[src/rtl/hazard_scoreboard_if.sv]
// Pipeline-to-scoreboard bundle: R/E/M stage hazard inputs, long-unit writeback,
// and the forward-select / stall / statistics outputs.
interface hazard_scoreboard_if #(
  parameter int NREG    = 32,
  parameter int MAX_OUT = 4,
  parameter int CNT_W   = 32
);
  localparam int AW = $clog2(NREG);
  localparam int OW = $clog2(MAX_OUT + 1);

  logic [AW-1:0]    ra1_r;
  logic [AW-1:0]    ra2_r;
  logic             long_r;
  logic [AW-1:0]    wa_e;
  logic             regfile_we_e;
  logic [1:0]       src_sel_e;
  logic             long_e;
  logic             flush_e;
  logic [AW-1:0]    wa_m;
  logic             regfile_we_m;
  logic [1:0]       src_sel_m;
  logic             lu_done;
  logic [AW-1:0]    lu_wa;
  logic             stat_clr;
  logic [2:0]       rd1_sel;
  logic [2:0]       rd2_sel;
  logic             stall;
  logic [OW-1:0]    outstanding;
  logic [CNT_W-1:0] stall_cnt;

  modport master (
    output ra1_r, ra2_r, long_r, wa_e, regfile_we_e, src_sel_e, long_e, flush_e,
    output wa_m, regfile_we_m, src_sel_m, lu_done, lu_wa, stat_clr,
    input  rd1_sel, rd2_sel, stall, outstanding, stall_cnt
  );

  modport slave (
    input  ra1_r, ra2_r, long_r, wa_e, regfile_we_e, src_sel_e, long_e, flush_e,
    input  wa_m, regfile_we_m, src_sel_m, lu_done, lu_wa, stat_clr,
    output rd1_sel, rd2_sel, stall, outstanding, stall_cnt
  );
endinterface

[src/rtl/hazard_scoreboard.sv]
// Operand forwarding, load-use / long-latency RAW / structural stall detection,
// busy bitmap for outstanding mul/div writes, and a saturating stall counter.
module hazard_scoreboard #(
  parameter int NREG    = 32,
  parameter int MAX_OUT = 4,
  parameter int CNT_W   = 32
) (
  input logic                 clk,
  input logic                 rst_n,
  hazard_scoreboard_if.slave  bus
);
  localparam int AW = $clog2(NREG);
  localparam int OW = $clog2(MAX_OUT + 1);

  localparam logic [1:0] SRC_ALU  = 2'b00;
  localparam logic [1:0] SRC_MEM  = 2'b01;
  localparam logic [2:0] SEL_RF   = 3'b000;
  localparam logic [2:0] SEL_E    = 3'b001;
  localparam logic [2:0] SEL_MALU = 3'b010;
  localparam logic [2:0] SEL_MMEM = 3'b011;
  localparam logic [2:0] SEL_LU   = 3'b100;

  logic [NREG-1:0]  busy_q, busy_d;
  logic [OW-1:0]    outstanding_q;
  logic [CNT_W-1:0] stall_cnt_q, stall_cnt_d;

  logic             e_live_s, e_fwd_s, e_load_s, e_long_s, m_live_s;
  logic             issue_s, lu_free_s, slot_ok_s, set_s;
  logic             raw1_s, raw2_s, struct_s, stall_s;
  logic [OW:0]      demand_s;
  logic [NREG-1:0]  set_mask_s, clr_mask_s;

  function automatic logic [OW-1:0] popcount(input logic [NREG-1:0] v);
    logic [OW-1:0] n;
    n = {OW{1'b0}};
    for (int i = 0; i < NREG; i++) begin
      n = n + OW'(v[i]);
    end
    return n;
  endfunction

  function automatic logic [2:0] fwd_sel(
    input logic [AW-1:0] ra,
    input logic          e_ok,
    input logic [AW-1:0] wa_e,
    input logic          m_ok,
    input logic [AW-1:0] wa_m,
    input logic [1:0]    sel_m,
    input logic          lu_ok,
    input logic [AW-1:0] lu_wa
  );
    logic [2:0] s;
    s = SEL_RF;
    if (ra == {AW{1'b0}}) begin
      s = SEL_RF;
    end else if (e_ok && (ra == wa_e)) begin
      s = SEL_E;
    end else if (m_ok && (ra == wa_m)) begin
      case (sel_m)
        SRC_ALU: s = SEL_MALU;
        SRC_MEM: s = SEL_MMEM;
        default: s = SEL_RF;
      endcase
    end else if (lu_ok && (ra == lu_wa)) begin
      s = SEL_LU;
    end else begin
      s = SEL_RF;
    end
    return s;
  endfunction

  function automatic logic src_raw(
    input logic [AW-1:0]   ra,
    input logic [AW-1:0]   wa_e,
    input logic            e_block,
    input logic [NREG-1:0] busy,
    input logic            lu_done,
    input logic [AW-1:0]   lu_wa
  );
    logic r;
    if (ra == {AW{1'b0}}) begin
      r = 1'b0;
    end else begin
      r = (e_block && (ra == wa_e)) ||
          (busy[ra] && !(lu_done && (lu_wa == ra)));
    end
    return r;
  endfunction

  // Hazard decode, stall, and busy/counter next state
  always_comb begin
    e_live_s  = bus.regfile_we_e && !bus.flush_e;
    e_fwd_s   = e_live_s && !bus.long_e;
    e_load_s  = e_live_s && (bus.src_sel_e == SRC_MEM);
    e_long_s  = e_live_s && bus.long_e;
    m_live_s  = bus.regfile_we_m;
    issue_s   = e_long_s && (bus.wa_e != {AW{1'b0}});
    lu_free_s = bus.lu_done && busy_q[bus.lu_wa];

    raw1_s = src_raw(bus.ra1_r, bus.wa_e, e_load_s || e_long_s, busy_q, bus.lu_done, bus.lu_wa);
    raw2_s = src_raw(bus.ra2_r, bus.wa_e, e_load_s || e_long_s, busy_q, bus.lu_done, bus.lu_wa);

    demand_s = (OW+1)'(outstanding_q) + (OW+1)'(issue_s);
    struct_s = bus.long_r && (demand_s >= (OW+1)'(MAX_OUT)) && !lu_free_s;
    stall_s  = rst_n && (raw1_s || raw2_s || struct_s);

    // A RAW stall only bubbles the R-stage consumer; the E-stage long op still
    // issues, so its busy bit is recorded unless the unit has no free slot.
    slot_ok_s  = (outstanding_q < OW'(MAX_OUT)) || lu_free_s;
    set_s      = issue_s && slot_ok_s;
    set_mask_s = set_s       ? (NREG'(1) << bus.wa_e)  : {NREG{1'b0}};
    clr_mask_s = bus.lu_done ? (NREG'(1) << bus.lu_wa) : {NREG{1'b0}};
    busy_d     = ((busy_q & ~clr_mask_s) | set_mask_s) & ~NREG'(1);

    if (bus.stat_clr) begin
      stall_cnt_d = {CNT_W{1'b0}};
    end else if (stall_s && (stall_cnt_q != {CNT_W{1'b1}})) begin
      stall_cnt_d = stall_cnt_q + CNT_W'(1);
    end else begin
      stall_cnt_d = stall_cnt_q;
    end
  end

  // State registers
  always_ff @(posedge clk or negedge rst_n) begin
    if (!rst_n) begin
      busy_q        <= {NREG{1'b0}};
      outstanding_q <= {OW{1'b0}};
      stall_cnt_q   <= {CNT_W{1'b0}};
    end else begin
      busy_q        <= busy_d;
      outstanding_q <= popcount(busy_d);
      stall_cnt_q   <= stall_cnt_d;
    end
  end

  assign bus.rd1_sel     = fwd_sel(bus.ra1_r, e_fwd_s, bus.wa_e, m_live_s, bus.wa_m,
                                   bus.src_sel_m, bus.lu_done, bus.lu_wa);
  assign bus.rd2_sel     = fwd_sel(bus.ra2_r, e_fwd_s, bus.wa_e, m_live_s, bus.wa_m,
                                   bus.src_sel_m, bus.lu_done, bus.lu_wa);
  assign bus.stall       = stall_s;
  assign bus.outstanding = outstanding_q;
  assign bus.stall_cnt   = stall_cnt_q;
endmodule
[src/flat_wrapper.sv]
// flat-port wrapper written by rule: the top's interface ports become plain ports
module hazard_scoreboard_flat 
#(
  parameter int NREG    = 32,
  parameter int MAX_OUT = 4,
  parameter int CNT_W   = 32
)
  (clk, rst_n, bus_ra1_r, bus_ra2_r, bus_long_r, bus_wa_e, bus_regfile_we_e, bus_src_sel_e, bus_long_e, bus_flush_e, bus_wa_m, bus_regfile_we_m, bus_src_sel_m, bus_lu_done, bus_lu_wa, bus_stat_clr, bus_rd1_sel, bus_rd2_sel, bus_stall, bus_outstanding, bus_stall_cnt);
  hazard_scoreboard_if #(.NREG(NREG), .MAX_OUT(MAX_OUT), .CNT_W(CNT_W)) bus_i ();
  input logic clk;
  input logic rst_n;
  input wire logic [$bits(bus_i.ra1_r)-1:0] bus_ra1_r;
  input wire logic [$bits(bus_i.ra2_r)-1:0] bus_ra2_r;
  input wire logic [$bits(bus_i.long_r)-1:0] bus_long_r;
  input wire logic [$bits(bus_i.wa_e)-1:0] bus_wa_e;
  input wire logic [$bits(bus_i.regfile_we_e)-1:0] bus_regfile_we_e;
  input wire logic [$bits(bus_i.src_sel_e)-1:0] bus_src_sel_e;
  input wire logic [$bits(bus_i.long_e)-1:0] bus_long_e;
  input wire logic [$bits(bus_i.flush_e)-1:0] bus_flush_e;
  input wire logic [$bits(bus_i.wa_m)-1:0] bus_wa_m;
  input wire logic [$bits(bus_i.regfile_we_m)-1:0] bus_regfile_we_m;
  input wire logic [$bits(bus_i.src_sel_m)-1:0] bus_src_sel_m;
  input wire logic [$bits(bus_i.lu_done)-1:0] bus_lu_done;
  input wire logic [$bits(bus_i.lu_wa)-1:0] bus_lu_wa;
  input wire logic [$bits(bus_i.stat_clr)-1:0] bus_stat_clr;
  output wire logic [$bits(bus_i.rd1_sel)-1:0] bus_rd1_sel;
  output wire logic [$bits(bus_i.rd2_sel)-1:0] bus_rd2_sel;
  output wire logic [$bits(bus_i.stall)-1:0] bus_stall;
  output wire logic [$bits(bus_i.outstanding)-1:0] bus_outstanding;
  output wire logic [$bits(bus_i.stall_cnt)-1:0] bus_stall_cnt;
  assign bus_i.ra1_r = bus_ra1_r;
  assign bus_i.ra2_r = bus_ra2_r;
  assign bus_i.long_r = bus_long_r;
  assign bus_i.wa_e = bus_wa_e;
  assign bus_i.regfile_we_e = bus_regfile_we_e;
  assign bus_i.src_sel_e = bus_src_sel_e;
  assign bus_i.long_e = bus_long_e;
  assign bus_i.flush_e = bus_flush_e;
  assign bus_i.wa_m = bus_wa_m;
  assign bus_i.regfile_we_m = bus_regfile_we_m;
  assign bus_i.src_sel_m = bus_src_sel_m;
  assign bus_i.lu_done = bus_lu_done;
  assign bus_i.lu_wa = bus_lu_wa;
  assign bus_i.stat_clr = bus_stat_clr;
  assign bus_rd1_sel = bus_i.rd1_sel;
  assign bus_rd2_sel = bus_i.rd2_sel;
  assign bus_stall = bus_i.stall;
  assign bus_outstanding = bus_i.outstanding;
  assign bus_stall_cnt = bus_i.stall_cnt;
  hazard_scoreboard #(.NREG(NREG), .MAX_OUT(MAX_OUT), .CNT_W(CNT_W)) u_core (.clk(clk), .rst_n(rst_n), .bus(bus_i));
endmodule
[config.mk]
export PLATFORM = sky130hd
export DESIGN_NAME = hazard_scoreboard_flat
export DESIGN_NICKNAME = d
export VERILOG_FILES = /design/src/rtl/hazard_scoreboard_if.sv /design/src/rtl/hazard_scoreboard.sv /design/src/flat_wrapper.sv
export SDC_FILE = /design/constraint.sdc
export NUM_CORES = 1
export LEC_CHECK = 0
export BUFFER_PORTS_ARGS = -buffer_cell sky130_fd_sc_hd__buf_2
export CORE_MARGIN = 3
export CORE_UTILIZATION = 63
export DETAILED_ROUTE_END_ITERATION = 8
export GPL_TIMING_DRIVEN = 1
export HOLD_SLACK_MARGIN = 0.08
export PLACE_DENSITY = 0.92
export SETUP_SLACK_MARGIN = 0.5
export SYNTH_ARGS = -nofsm -noshare
export SYNTH_HDL_FRONTEND = slang
export SYNTH_SLANG_ARGS = --single-unit
[constraint.sdc]
create_clock -name clk -period 10.3 [get_ports clk]
set_input_delay 1.03 -clock clk [delete_from_list [all_inputs] [get_ports clk]]
set_output_delay 1.03 -clock clk [all_outputs]
set_load 0.05 [all_outputs]
==> flow_metrics.py <==
metrics = {
    "outcome": {
        "status": "completed",
    },
    "pwr": {
        "p_total_w": 0.00102,
        "p_leak_nw": 2.50,
        "p_per_area_nw_per_um2": 175,
        "vdd.ir_drop.worst_mv": 0.221,
    },
    "placement": {
        "gp_routability_congestion": 0.948,
        "dp.cells": 717,
        "place_ws_ns": 2.79,
        "dp_hpwl_um": 10800,
        "dpl_cell_area_um2": 5610,
        "portBuffers": 79,
    },
    "synthesis": {
        "synth_top_area_cell": "dfrtp_1",
        "synth_top_family_by_area": "compound AO/OA/AOI/OAI gates",
        "syn-instance-count": 572,
        "ys_seq_elements": 66,
        "synthAdderAreaFrac_pct": 9.06,
        "synth_simple_gate_area_share_pct": 18.3,
        "synthMuxAreaShare_pct": 10.6,
        "avgSynthCellArea_um2": 9.17,
        "synth_compound_area_share_pct": 18.4,
        "synth_common_cells": "o21ai_0, dfrtp_1, nand2_1",
        "seq_area_frac_synth_pct": 31.5,
        "synth_edf_count": 0,
        "synthArstFlopShare_pct": 100,
        "yosys.cell_types.count": 59,
        "yosysMostFrequentCell": "o21ai_0",
        "synthesis.nets": 636,
        "synthTopCellsByArea": "dfrtp_1, o21ai_0, fa_1",
        "synth_ff_type": "dfrtp_1",
        "synth_area_um2": 5250,
        "ys.warnings.count": 0,
        "yosys.area.top_type_share_pct": 31.5,
        "synth_xor_area_share_pct": 6.68,
    },
    "sta": {
        "tightest_slew_ns": 0.865,
        "relSlewSlack_pct": 42.3,
        "setup_viol": 0,
        "fin_skew_ns": 0.0137,
        "rsz0062_at_grt": "false",
        "min_period_over_period_pct": 69.7,
        "drv_slew": 0,
        "fmax_mhz": 139,
        "hold_viol_final": 0,
        "period_needed_ns": 7.18,
        "fin_tns_setup_ns": 0,
        "setup_ws_ns": 3.12,
    },
    "critical_path": {
        "cp_slowest_stage_delay_ns": 0.56,
        "required_ns": 10.57,
        "crit_path_end_kind": "flop",
        "crit_buf_inv": 3,
        "critPathTopFamily": "adder cells",
        "cpMaxStageDelayCell": "mux4_2",
        "criticalPathCategory": "in2reg",
        "r2r_slack_ns": 3.73,
        "crit_top_cell": "fa_1",
        "setup.worst_path.start_class": "input port",
        "crit_arrival_ns": 7.46,
        "crit_chain": "buf_2 > mux4_2 > a32o_1 > a211oi_1 > and3_1 > a211o_1 > nor2_1 > nand2_1 > o21ai_0 > ha_1 > inv_1 > fa_1 > fa_1 > fa_1 > fa_1 > fa_1 > fa_1 > inv_1 > ha_1 > fa_1 > xnor2_1 > xnor2_1",
        "worstPathMaxFanout": 18,
    },
    "drt": {
        "drtAntennaViolNets": 0,
        "drt_wl_total_um": 14300,
        "avgViaCountPerCell": 6.56,
        "route.detailed.drc": 0,
        "avgRoutedWirePerCell_um": 19.5,
        "vias": 4807,
        "firstDrtPassIters": 5,
        "drtIter0Drc": 445,
    },
    "clock_tree": {
        "clock-sinks": 66,
        "clkTransAtPathRegs_ns": 0.08,
        "cts_tree": "done",
        "clockBufferDepth": 2,
        "cts_setup_buffers": 0,
        "clock-root-buffer": "clkbuf_8",
        "htree_levels": 3,
        "ctsResizeCount": 0,
        "clkLatencyLatePin_ns": 0.35,
        "hold_buffers": 0,
        "cts_made_buffers": 9,
    },
    "finish": {
        "stdcell_area_um2": 5820,
        "area_growth_pct": 11.0,
        "final_cells": 733,
        "n_antenna_cell": 0,
        "drive_gt1_share_pct": 19.7,
        "nets": 690,
    },
    "floorplan": {
        "boundaryPins": 80,
        "core-area_um2": 7890,
        "die_h_um": 97.2,
        "die_w_um": 97.2,
        "die_area_um2": 9460,
        "start_util_pct": 66.5,
        "rows": 32,
    },
    "hold_path": {
        "min_path_type": "reg2reg",
    },
    "run": {
        "cap_violations": 0,
    },
    "global_route": {
        "antenna_found_initial": 0,
        "grt_usage_pct": 30.6,
        "grt_pass1_vias": 4570,
        "grt_max_degree": 69,
        "overflow": 0,
        "grt_first_pass_wirelength_um": 23300,
    },
}
## where the power goes
part | switching, W | internal, W | leakage (nW)
Sequential | 0.0000307 | 0.000289 | 0.901
Combinational | 0.000269 | 0.000204 | 1.49
Clock | 0.000102 | 0.000126 | 0.104
## placed cells by master, fill, tap and decap left out, types with 3 or more instances in the layout
cell       count
a21oi_1       23
and3_1         7
and4_1         3
buf_2         79
clkbuf_8      11
dfrtp_1       66
fa_1          20
ha_1           6
inv_1         31
mux2_2         6
mux2i_1       13
mux4_2        16
nand2_1       40
nand2b_1       3
nand3_1       23
nand4_1        6
nor2_1        19
nor2b_1       18
nor3_1         6
nor3b_1        3
nor4_1         9
o2111ai_1      3
o21a_1        19
o21ai_0       83
o31ai_1        5
or3_1         19
or4_1         11
xnor2_1       17
xor2_1        23
## cell type report
cell class | instances | area [um2]
repair buffers | 81 | 410
clock buffers | 13 | 159
clock inverters | 3 | 47.5
fillers | 615 | 2070
flip-flops and latches | 66 | 1650
multi-input cells | 437 | 3310
well taps | 102 | 128
inverters | 31 | 116
## sequential cells by signal, summed over array words and instances (netlist names)
signal and cells:
u_core.busy_q 31, u_core.bus.outstanding 3, u_core.bus.stall_cnt 32
## layer usage
layer	global-route usage, %	routed length [um]
met4	10.2	405
met3	8.18	1430
met5	3.30	38
met1	42.6	5680
met2	46.8	6720
## path summary, 6_finish.rpt
kind                                           from  cells past startpoint                         to
setup / recovery                       bus_lu_wa[1]                     22  u_core.bus.outstanding[2]
hold / removal             u_core.bus.stall_cnt[22]                      2   u_core.bus.stall_cnt[22]
setup reg to reg                   u_core.busy_q[7]                     21  u_core.bus.outstanding[2]
hold reg to reg            u_core.bus.stall_cnt[22]                      2   u_core.bus.stall_cnt[22]
max in group asynchronous                     rst_n                      2          u_core.busy_q[24]
min in group asynchronous                     rst_n                      2   u_core.bus.stall_cnt[12]
## per-stage QoR
stage | util [%] | hold WS [ns]
after detailed placement | 71.2 | 0.568
after floorplan | - | 0.531
final | 73.8 | 0.573
after CTS | 73.8 | 0.580
after global routing | 73.8 | 0.615
after global placement | 71.2 | 0.545
## worst reg2reg max path, cell delays in order (launching register included)
cell and delay, ns:
dfrtp_1 0.45, mux4_2 0.50, a32o_1 0.26, a211oi_1 0.21, and3_1 0.24, a211o_1 0.16, nor2_1 0.07, nand2_1 0.16
o21ai_0 0.15, ha_1 0.31, inv_1 0.08, fa_1 0.45, fa_1 0.56, fa_1 0.45, fa_1 0.55, fa_1 0.44
fa_1 0.50, inv_1 0.05, ha_1 0.20, fa_1 0.39, xnor2_1 0.20, xnor2_1 0.13
## logic make-up after synthesis
logic type / after synthesis
XOR/XNOR: 40
AO/OA/AOI/OAI: 159
multiplexers: 35
flip-flops: 66
buffers and inverters: 69
adder cells (fa/ha/maj): 26
AND/OR/NAND/NOR: 177
Power figures use the tool's default switching activity.
